==> src/rtl/stack_ctrl.sv <==
// Self-managing LIFO controller with push/pop/replace commands, a combinational top
// entry, and sticky overflow/underflow flags. Define STACK_WRAP_EN for the circular variant.
module stack_ctrl #(
   parameter int WIDTH = 16,
   parameter int DEPTH = 4
) (
   input  logic             clock,
   input  logic             active_low_reset,
   input  logic             push,
   input  logic [WIDTH-1:0] push_data,
   input  logic             pop,
   input  logic             clear_error,
   output logic [WIDTH-1:0] top_data,
   output logic [DEPTH:0]   count,
   output logic             empty,
   output logic             full,
   output logic             overflow,
   output logic             underflow
);
   localparam int             CAP     = 2**DEPTH;
   localparam logic [DEPTH:0] CAP_CNT = (DEPTH+1)'(CAP);
   localparam logic [DEPTH:0] CNT_ONE = 1;
   localparam logic [DEPTH-1:0] SP_ONE = 1;

   logic [WIDTH-1:0] mem [CAP];
   logic [DEPTH-1:0] sp, sp_top, wr_addr;
   logic             do_push, do_pop, do_rep;
   logic             push_ok, pop_ok, grow, unf_evt, wr_en;

   assign sp_top   = sp - SP_ONE;
   assign empty    = (count == '0);
   assign full     = (count == CAP_CNT);
   assign top_data = empty ? '0 : mem[sp_top];

   // Replace on an empty stack has nothing to overwrite, so it degrades to a plain push.
   always_comb begin
      do_push = push & (~pop | empty);
      do_rep  = push & pop & ~empty;
      do_pop  = pop & ~push;
      pop_ok  = do_pop & ~empty;
      unf_evt = do_pop & empty;
`ifdef STACK_WRAP_EN
      push_ok = do_push;
`else
      push_ok = do_push & ~full;
`endif
      grow    = push_ok & ~full;
      wr_en   = push_ok | do_rep;
      wr_addr = do_rep ? sp_top : sp;
   end

   // Storage is not reset; writes are still suppressed while reset is held.
   always_ff @(posedge clock) begin
      if (wr_en && active_low_reset)
         mem[wr_addr] <= push_data;
   end

   always_ff @(posedge clock or negedge active_low_reset) begin
      if (!active_low_reset) begin
         sp        <= '0;
         count     <= '0;
         underflow <= 1'b0;
      end else begin
         if (push_ok)
            sp <= sp + SP_ONE;
         else if (pop_ok)
            sp <= sp_top;
         if (grow)
            count <= count + CNT_ONE;
         else if (pop_ok)
            count <= count - CNT_ONE;
         if (unf_evt)
            underflow <= 1'b1;
         else if (clear_error)
            underflow <= 1'b0;
      end
   end

`ifdef STACK_WRAP_EN
   assign overflow = 1'b0;
`else
   logic ovf_evt;
   assign ovf_evt = do_push & full;

   always_ff @(posedge clock or negedge active_low_reset) begin
      if (!active_low_reset)
         overflow <= 1'b0;
      else if (ovf_evt)
         overflow <= 1'b1;
      else if (clear_error)
         overflow <= 1'b0;
   end
`endif

endmodule

==> config.mk <==
export PLATFORM = sky130hd
export DESIGN_NAME = stack_ctrl
export DESIGN_NICKNAME = d
export VERILOG_FILES = /design/src/rtl/stack_ctrl.sv
export SDC_FILE = /design/constraint.sdc
export NUM_CORES = 1
export LEC_CHECK = 0
export CORE_UTILIZATION = 45
export CTS_CLUSTER_DIAMETER = 60
export DETAILED_ROUTE_END_ITERATION = 8
export HOLD_SLACK_MARGIN = 0.03
export MAX_ROUTING_LAYER = met4
export PLACE_DENSITY = 0.69
export RECOVER_POWER = 25
export SYNTH_ARGS = -nofsm -noshare
export SYNTH_HDL_FRONTEND = slang
export SYNTH_SLANG_ARGS = --single-unit
==> constraint.sdc <==
create_clock -name clock -period 3.4 [get_ports clock]
set_input_delay 0.51 -clock clock [delete_from_list [all_inputs] [get_ports clock]]
set_output_delay 0.51 -clock clock [all_outputs]
set_load 0.02 [all_outputs]
==> metrics, run 1 <==
cell area after synthesis about 11000 sq um; minimum clock period about 3300 ps; critical path class reg2out; clk_skew 17.2 ps; Post-synth ARST share 0.0412; top-area cell type share of the netlist area 0.719; largest net degree at the start of global routing 37; Avg Vias per Cell 5.67; Power, Total ~12 mW; Hold Path Class reg2reg; Power per Cell Area 921 nW/um^2; Clock Sinks 267; FF+latch area 7970 sq um; Syn Nets 535; I/O pin cnt 46; dpl hpwl ~13 mm; ys flop type edfxtp_1; first-pass GRT wire length approximately 34 mm; most common cell after layout, fill and taps aside edfxtp_1; number of port buffers 45; Yosys reg bits 267; clk buf depth 3; WP data arrival ~2800 ps; Mapped Avg Cell Area 21.0 sq um; max cap viols 0; Post-synth EDFFs 256; Placer Congestion between 0.8 and 0.9; element type at the critical path end output pin; DRT Wirelength 22.5 mm; TritonCTS Buffers 26; clock root cell clkbuf_16; ANT nets after route 0; cell area after layout around 13000 sq um; FILL cells about 1800; cells after synthesis 508; layout cells sized above 1 0.284; H-tree levels 1; fin. max-slew vios 0; final hold vios 0; antenna fix cells 0; Initial DRT Pass Iterations 4; Synth cell types between 40 and 50; cell count after placement 874; clock latency on the worst-skew pair around 530 ps; Area Growth Syn to Fin 19.8%; initial antenna violation count 0; cell accounting for the most synthesized area edfxtp_1; grt ovf 0; row cnt 56; post-place instance area between 10000 and 15000 sq um; Layout Cells excl Fill 924; area of the multi-input gates 2610 sq um; WHS around 500 ps; maximum vdd drop 0.834 mV; core area roughly 23000 sq um; clock slew at reported path FFs roughly 70 ps; type of origin of the critical path register; die outline width about 160 um; top post-synthesis cells by area edfxtp_1 (72%), mux4_2 (13%), mux2i_1 (3.3%); Die ar. 24400 sq um; CTS tree done; initial DRC count 370; CP Data Required Time 2890 ps; worst rel slew slack 0.527; Peak Freq between 0.2 and 0.3 GHz; actual slew at the worst max-slew pin a little over 700 ps; Ys Warns 0; register area share after synthesis 0.745; RSZ-0062 raised after global routing true; via count ~5200; Worst Path Max Fanout 23; Starting Density 0.457; Total Routing Usage GR 0.201; vias in the first global route ~5500; most frequent cells in the layout edfxtp_1 (256), mux4_2 (64), mux2i_1 (34); DRC violation count after routing 0; die height ~160 um; Pleak ~4.1 nW; Layout Nets 612; Setup-failing EPs final 0; routed wire length per instance roughly 24 um; Final period util 0.982; status finished, final reports clean
-- metal layers --
| layer | track usage | wire length, um | up-vias | part of all wire |
|---|---|---|---|---|
| li1 | - | - | 2268 | - |
| met1 | 0.259 | 9020 | 2736 | 0.40 |
| met2 | 0.337 | 11700 | 194 | 0.52 |
| met3 | 0.0303 | 1360 | 41 | 0.060 |
| met4 | 0.0528 | 486 | 0 | 0.022 |
| met5 | - | 0 | - | 0 |
-- cells in the mapped netlist, drive strengths merged, types with 2 or more instances --
| library cell | instances |
|---|---|
| a211oi | 2 |
| a21o | 2 |
| a21oi | 5 |
| a31oi | 3 |
| buf | 18 |
| clkbuf | 11 |
| dfrtp | 11 |
| edfxtp | 256 |
| ha | 5 |
| inv | 10 |
| mux2i | 35 |
| mux4 | 64 |
| nand2 | 4 |
| nand4 | 2 |
| nor2 | 25 |
| nor3 | 3 |
| o211ai | 3 |
| o21ai | 5 |
| o22ai | 16 |
| or2 | 2 |
| xnor2 | 6 |
| xor2 | 3 |
-- power by group --
part           leakage [nW]  internal, mW  switching, mW
clock                 0.466          1.98           1.19
combinational          1.22          2.13           2.52
sequential             2.44          3.80          0.156
total                  4.12          7.92           3.87
-- worst paths after layout --
check	to	cells past startpoint	slack [ps]	start
max in group asynchronous	sp[0]$_DFFE_PN0P_	2	2180	active_low_reset
min	underflow$_DFFE_PN0P_	1	500	underflow$_DFFE_PN0P_
min reg2reg	underflow$_DFFE_PN0P_	1	500	underflow$_DFFE_PN0P_
max	top_data[7]	6	60	sp[2]$_DFFE_PN0P_
min in group asynchronous	sp[3]$_DFFE_PN0P_	2	700	active_low_reset
max reg2reg	mem[5][13]$_DFFE_PP_	7	420	count[1]$_DFFE_PN0P_
-- through the flow --
step	utilization	setup WS (ps)	setup TNS [ps]
after floorplan	-	131	0
after global placement	0.504	330	0
after detailed placement	0.504	308	0
after CTS	0.547	39.7	0
after global routing	0.547	-25.3	-75.8
final	0.547	61.9	0
-- area by class of cell --
| type | count | area share |
|---|---|---|
| sequential | 267 | 0.622 |
| multi-input combinational | 202 | 0.204 |
| timing repair buffer | 78 | 0.0643 |
| clock inverter | 17 | 0.0214 |
| tap | 319 | 0.0312 |
| inverter | 10 | 0.00323 |
| clock buffer | 31 | 0.0539 |
-- critical path, stage by stage, from the launching register on --
cell and delay [ps]:
dfrtp_1 530, o31a_1 370, or2_2 340, buf_12 200, mux2i_1 160, o22ai_1 300
dlygate4sd2_1 380
-- sequential cells by signal (all words and copies together), names as in the netlist --
name and flops:
count 5, mem 256, overflow 1, sp 4, underflow 1
-- timing repair --
| action | 4_1_cts | 5_1_grt |
|---|---|---|
| cloned | 1 | 0 |
| hold buffers | 0 | 0 |
| setup endpoints to repair | 16 | 7 |
| gates resized for setup | 19 | 8 |
| buffers inserted | 0 | 1 |
-- kinds of logic after synthesis --
group                      after synthesis  synth area share
DFF                                    267             0.745
muxes                                  100             0.169
AOI/OAI and AO/OA                       46            0.0359
and+or+nand+nor                         41            0.0181
buffers and inverters                   39            0.0164
xor gates and xnor gates                 9           0.00808
adders and majority gates                6           0.00773
Note: power is estimated with default switching activity, not from simulation.
==> inputs of run 2 (changes only) <==
--- a/config.mk
+++ b/config.mk
@@ -5,13 +5,16 @@
 export SDC_FILE = /design/constraint.sdc
 export NUM_CORES = 1
 export LEC_CHECK = 0
-export CORE_UTILIZATION = 45
+export CELL_PAD_IN_SITES_DETAIL_PLACEMENT = 0
+export CELL_PAD_IN_SITES_GLOBAL_PLACEMENT = 2
+export CORE_UTILIZATION = 43
 export CTS_CLUSTER_DIAMETER = 60
 export DETAILED_ROUTE_END_ITERATION = 8
 export HOLD_SLACK_MARGIN = 0.03
 export MAX_ROUTING_LAYER = met4
-export PLACE_DENSITY = 0.69
+export PLACE_DENSITY = 0.79
 export RECOVER_POWER = 25
+export SLEW_MARGIN = 10
 export SYNTH_ARGS = -nofsm -noshare
 export SYNTH_HDL_FRONTEND = slang
 export SYNTH_SLANG_ARGS = --single-unit
==> metrics, run 2 (synthesis results as in run 1) <==
Hold Path Class reg2reg; core area 24300 sq um (+3.9%); H-tree levels 1 (unchanged); critical path class reg2out; Layout Nets 622 (+1.6%); clock slew at reported path FFs 60 ps (about the same); Final period util 0.958 (-0.0237); Top Registers mem: 256 flops, count: 5 flops, sp: 4 flops; worst rel slew slack 0.484 (-0.0430); delay-heaviest family, CP buffers and inverters; worst setup margin 143 ps (+80.7 ps); most frequent cells in the layout edfxtp_1 (256), mux4_2 (64), mux2i_1 (35), buf_4 (35), clkbuf_16 (27); Power per Cell Area 936 nW/um^2 (+1.7%); CP cell instances o31a_1 -> or2_2 -> buf_12 -> mux2i_1 -> o22ai_1 -> dlygate4sd2_1; Final TNS setup 0 ps (unchanged); dpl hpwl 13.3 mm (+4.3%); DRT Wirelength 22.7 mm (+0.75%); largest net degree at the start of global routing 38 (+2.7%); clock latency on the worst-skew pair 550 ps (+20 ps); Layout Utilization 0.530 (-0.0166); type of origin of the critical path register; clk buf depth 3 (unchanged); max FFs per register 256 (unchanged); layout cells sized above 1 0.302 (+0.0177); initial DRC count 497 (+34%); Largest Register mem; TritonCTS Buffers 27 (+3.8%); die outline width 160 um (+2.3%); RSZ-0062 raised after global routing false; max incr delay on CP 520 ps (about the same); CTS tree done; Place WS 256 ps (-52.5 ps); CP max stage cell dfrtp_4; die height 160 um (+2.3%); minimum clock period 3260 ps (-80.7 ps); Starting Density 0.439 (-0.0172); WP data arrival 2750 ps (-80 ps); Placer Congestion 0.763 (-5.0%); actual slew at the worst max-slew pin 774 ps (+64.5 ps); Worst Path Max Fanout 33 (+43%); most common cell after layout, fill and taps aside edfxtp_1; max cap viols 0 (unchanged); I/O pin cnt 46 (unchanged); Peak Freq 0.307 GHz (+2.5%); Power, Total 12.1 mW (+2.5%); Area Growth Syn to Fin 20.7%; DRC violation count after routing 0 (unchanged); final hold vios 0 (unchanged); element type at the critical path end output pin; status finished, final reports clean; Total Routing Usage GR 0.189 (-0.0123); clock root cell clkbuf_16; Setup-failing EPs final 0 (unchanged); ANT nets after route 0 (unchanged); Avg Vias per Cell 5.64 (-0.61%); Clock Sinks 267 (unchanged); initial antenna violation count 1 (+1); via count 5303 (+1.2%); fin. max-slew vios 0 (unchanged); maximum vdd drop 0.707 mV (-15%); CP Buf/Inv Count 2 (unchanged); Initial DRT Pass Iterations 4 (unchanged); vias in the first global route 5590 (+1.1%); row cnt 57 (+1.8%); Die ar. 25500 sq um (+4.6%); number of port buffers 45 (unchanged); CP Data Required Time 2890 ps (about the same); grt ovf 0 (unchanged); Pleak 4.21 nW (+2.3%); first-pass GRT wire length 34.6 mm (+1.1%); routed wire length per instance 24.1 um (-1.1%); clk_skew 20.3 ps (+3.16 ps); CTS hold repair buffers 0 (unchanged); WHS 511 ps (+7.69 ps)
-- run 2: cell types whose count changed in the layout (fill, tap and decap cells not counted), sizes merged, moves of 3 or more --
| cell | change |
|---|---|
| dlymetal6s2s | +3 |
| buf | +10 |
| clkbuf | -3 |
| clkinv | -3 |
-- run 2: cell type report --
cell class | count | area (sq um)
repair buffers | 87 | 820
fillers | 1880 | 11400
clock inverters | 20 | 355
inverters | 10 | 37.5
well taps | 324 | 405
diodes | 1 | 2.50
flip-flops and latches | 267 | 7970
multi-input cells | 202 | 2620
clock buffers | 30 | 697
-- run 2: stage by stage --
stage          instance area, sq um  instances
2_1_floorplan                 10700        508
3_3_place_gp                  11800        887
3_5_place_dp                  11800        887
4_1_cts                       12900        940
5_1_grt                       12900        941
6_report                      12900        941
-- run 2: layer usage --
| metal | routed length (um) | vias to the layer above | GRT usage |
|---|---|---|---|
| met5 | 0 | - | - |
| met4 | 412 | 0 | 0.0428 |
| met3 | 1390 | 33 | 0.0275 |
| met2 | 11300 | 166 | 0.305 |
| met1 | 9570 | 2812 | 0.256 |
| li1 | - | 2292 | - |
-- run 2: path summary, 6_finish.rpt --
kind | start | endpoint | slack, ps | depth (start not counted)
setup / recovery | sp[0]$_DFFE_PN0P_ | top_data[11] | 140 | 6
hold / removal | underflow$_DFFE_PN0P_ | underflow$_DFFE_PN0P_ | 510 | 1
setup reg to reg | sp[0]$_DFFE_PN0P_ | mem[6][15]$_DFFE_PP_ | 600 | 7
hold reg to reg | underflow$_DFFE_PN0P_ | underflow$_DFFE_PN0P_ | 510 | 1
max in group asynchronous | active_low_reset | sp[0]$_DFFE_PN0P_ | 2230 | 2
min in group asynchronous | active_low_reset | sp[2]$_DFFE_PN0P_ | 610 | 2
-- run 2: timing repair --
item / 4_1_cts / 5_1_grt
setup endpoints to repair: 16 / 3
pin swaps: 0 / 0
resized for setup: 18 / 4
buffers inserted: 3 / 0
hold endpoints to repair: 0 / 0
-- run 2: where the power goes --
group	internal, mW	switching [mW]	total (mW)	leakage (nW)
Combinational	2.17	2.55	4.71	1.28
Sequential	3.80	0.139	3.94	2.44
Clock	2.18	1.24	3.42	0.499
-- run 2: worst register-to-register path: stages, from the launching register on --
cell,delay (ps)
dfrtp_4,520
o31a_1,280
or2_2,330
buf_12,220
o21ai_1,260
nand4_1,320
nor2_2,210
buf_4,330
==> inputs of run 3 (changes only) <==
--- a/config.mk
+++ b/config.mk
@@ -7,6 +7,7 @@
 export LEC_CHECK = 0
 export CELL_PAD_IN_SITES_DETAIL_PLACEMENT = 0
 export CELL_PAD_IN_SITES_GLOBAL_PLACEMENT = 2
+export CORE_ASPECT_RATIO = 0.9
 export CORE_UTILIZATION = 43
 export CTS_CLUSTER_DIAMETER = 60
 export DETAILED_ROUTE_END_ITERATION = 8
==> metrics, run 3 (synthesis results as in run 1) <==
initial antenna violation count 0 (-1); Place WS 96.0 ps (-160 ps); layout cells sized above 1 0.295 (-0.00649); status finished, final reports clean; maximum vdd drop 0.454 mV (-36%); clock root cell clkbuf_16; DRC violation count after routing 0 (unchanged); Pleak 4.14 nW (-1.8%); max cap viols 0 (unchanged); initial DRC count 524 (+5.4%); first-pass GRT wire length 34.2 mm (-1.2%); worst rel slew slack 0.584 (+0.101); ANT nets after route 0 (unchanged); Layout Utilization 0.525 (-0.00512); antenna fix cells 0 (-1); Starting Density 0.439 (about the same); type of origin of the critical path register; Final TNS setup 0 ps (unchanged); H-tree levels 1 (unchanged); post-place instance area 11800 sq um (-0.21%); die height 152 um (-5.1%); Placer Congestion 0.780 (+2.2%); Worst Path Max Fanout 6 (-82%); actual slew at the worst max-slew pin 620 ps (-154 ps); routed wire length per instance 25.3 um (+4.9%); vias in the first global route 5457 (-2.4%); Initial DRT Pass Iterations 4 (unchanged); I/O pin cnt 46 (unchanged); Final period util 0.985 (+0.0273); most frequent cells in the layout edfxtp_1 (256), mux4_2 (64), mux2i_1 (33); clk_skew 14.9 ps (-5.39 ps); Setup-failing EPs final 0 (unchanged); CP Data Required Time 2890 ps (about the same); WHS 292 ps (-219 ps); cell area after layout 12800 sq um (-0.95%); clk buf depth 3 (unchanged); Power per Cell Area 924 nW/um^2 (-1.3%); clock latency on the worst-skew pair 550 ps (about the same); largest net degree at the start of global routing 58 (+53%); Clock Sinks 267 (unchanged); die outline width 168 um (+5.3%); Peak Freq 0.298 GHz (-2.8%); clock slew at reported path FFs 60 ps (about the same); max FFs per register 256 (unchanged); critical path class reg2out; Total Routing Usage GR 0.192 (+0.00264); WP data arrival 2840 ps (+90 ps); dpl hpwl 13.5 mm (+1.6%); CTS hold repair buffers 0 (unchanged); fin. max-slew vios 0 (unchanged); via count 5289 (-0.26%); TritonCTS Buffers 27 (unchanged); Top Registers mem: 256 flops, count: 5 flops, sp: 4 flops; worst setup margin 49.7 ps (-92.9 ps); final hold vios 0 (unchanged); FILL cells 1895 (+0.80%); Area Growth Syn to Fin 19.6%; number of port buffers 45 (unchanged); minimum clock period 3350 ps (+92.9 ps); Die ar. 25500 sq um (about the same); core area 24300 sq um (about the same); Hold Path Class in2async; row cnt 54 (-5.3%); most common cell after layout, fill and taps aside edfxtp_1; grt ovf 0 (unchanged); DRT Wirelength 23.4 mm (+3.0%); Largest Register mem; element type at the critical path end output pin; Layout Nets 622 (unchanged); Avg Vias per Cell 5.72 (+1.6%); CTS tree done
run 3: timing repair:
| action | CTS | global route |
|---|---|---|
| gates cloned | 0 | 2 |
| setup buffers | 3 | 2 |
| pin swaps | 0 | 1 |
| setup endpoints to repair | 16 | 9 |
| resized for setup | 24 | 7 |
run 3: layout make-up:
cell class              instances  area [sq um]  share of cell area
clock inverters                21           164              0.0128
inverters                      10          41.3             0.00323
clock buffers                  29           683              0.0535
flip-flops and latches        267          7970               0.624
well taps                     308           385              0.0302
multi-input cells             202          2630               0.206
repair buffers                 87           902              0.0706
run 3: worst paths after layout:
kind	cells after the start	slack, ps	endpoint	startpoint
max in group asynchronous	2	2280	sp[1]$_DFFE_PN0P_	active_low_reset
worst min-delay path	1	290	sp[0]$_DFFE_PN0P_	active_low_reset
worst max register to register	7	430	mem[4][0]$_DFFE_PP_	count[0]$_DFFE_PN0P_
worst max-delay path	7	50	top_data[12]	sp[0]$_DFFE_PN0P_
worst min register to register	1	510	underflow$_DFFE_PN0P_	underflow$_DFFE_PN0P_
min in group clock	1	510	underflow$_DFFE_PN0P_	underflow$_DFFE_PN0P_
run 3: metal layers:
metal  share of wire  vias to the layer above  GRT usage
met2            0.51                      154      0.317
met3           0.051                       39     0.0239
met4           0.018                        0     0.0541
met5               0                        -          -
li1                -                     2294          -
met1            0.42                     2802      0.254
run 3: through the flow:
stage	std cells	total power [mW]
after floorplan	508	7.07
after global placement	867	8.83
after detailed placement	867	8.91
after CTS	920	11.7
after global routing	924	12.3
final	924	11.8
run 3: where the power goes:
| group | internal, mW | total [mW] | leakage [nW] | switching, mW |
|---|---|---|---|---|
| Sequential | 3.80 | 3.95 | 2.44 | 0.144 |
| Combinational | 2.32 | 5.03 | 1.28 | 2.70 |
| Clock | 1.61 | 2.83 | 0.425 | 1.22 |
| Total | 7.74 | 11.8 | 4.14 | 4.07 |
run 3: worst max-delay path: stages (launching register included):
cell and delay [ps]:
dfrtp_4 530, buf_4 170, o31a_1 260, or2_4 310
buf_4 200, mux2i_1 150, o22ai_1 290, dlygate4sd2_1 390
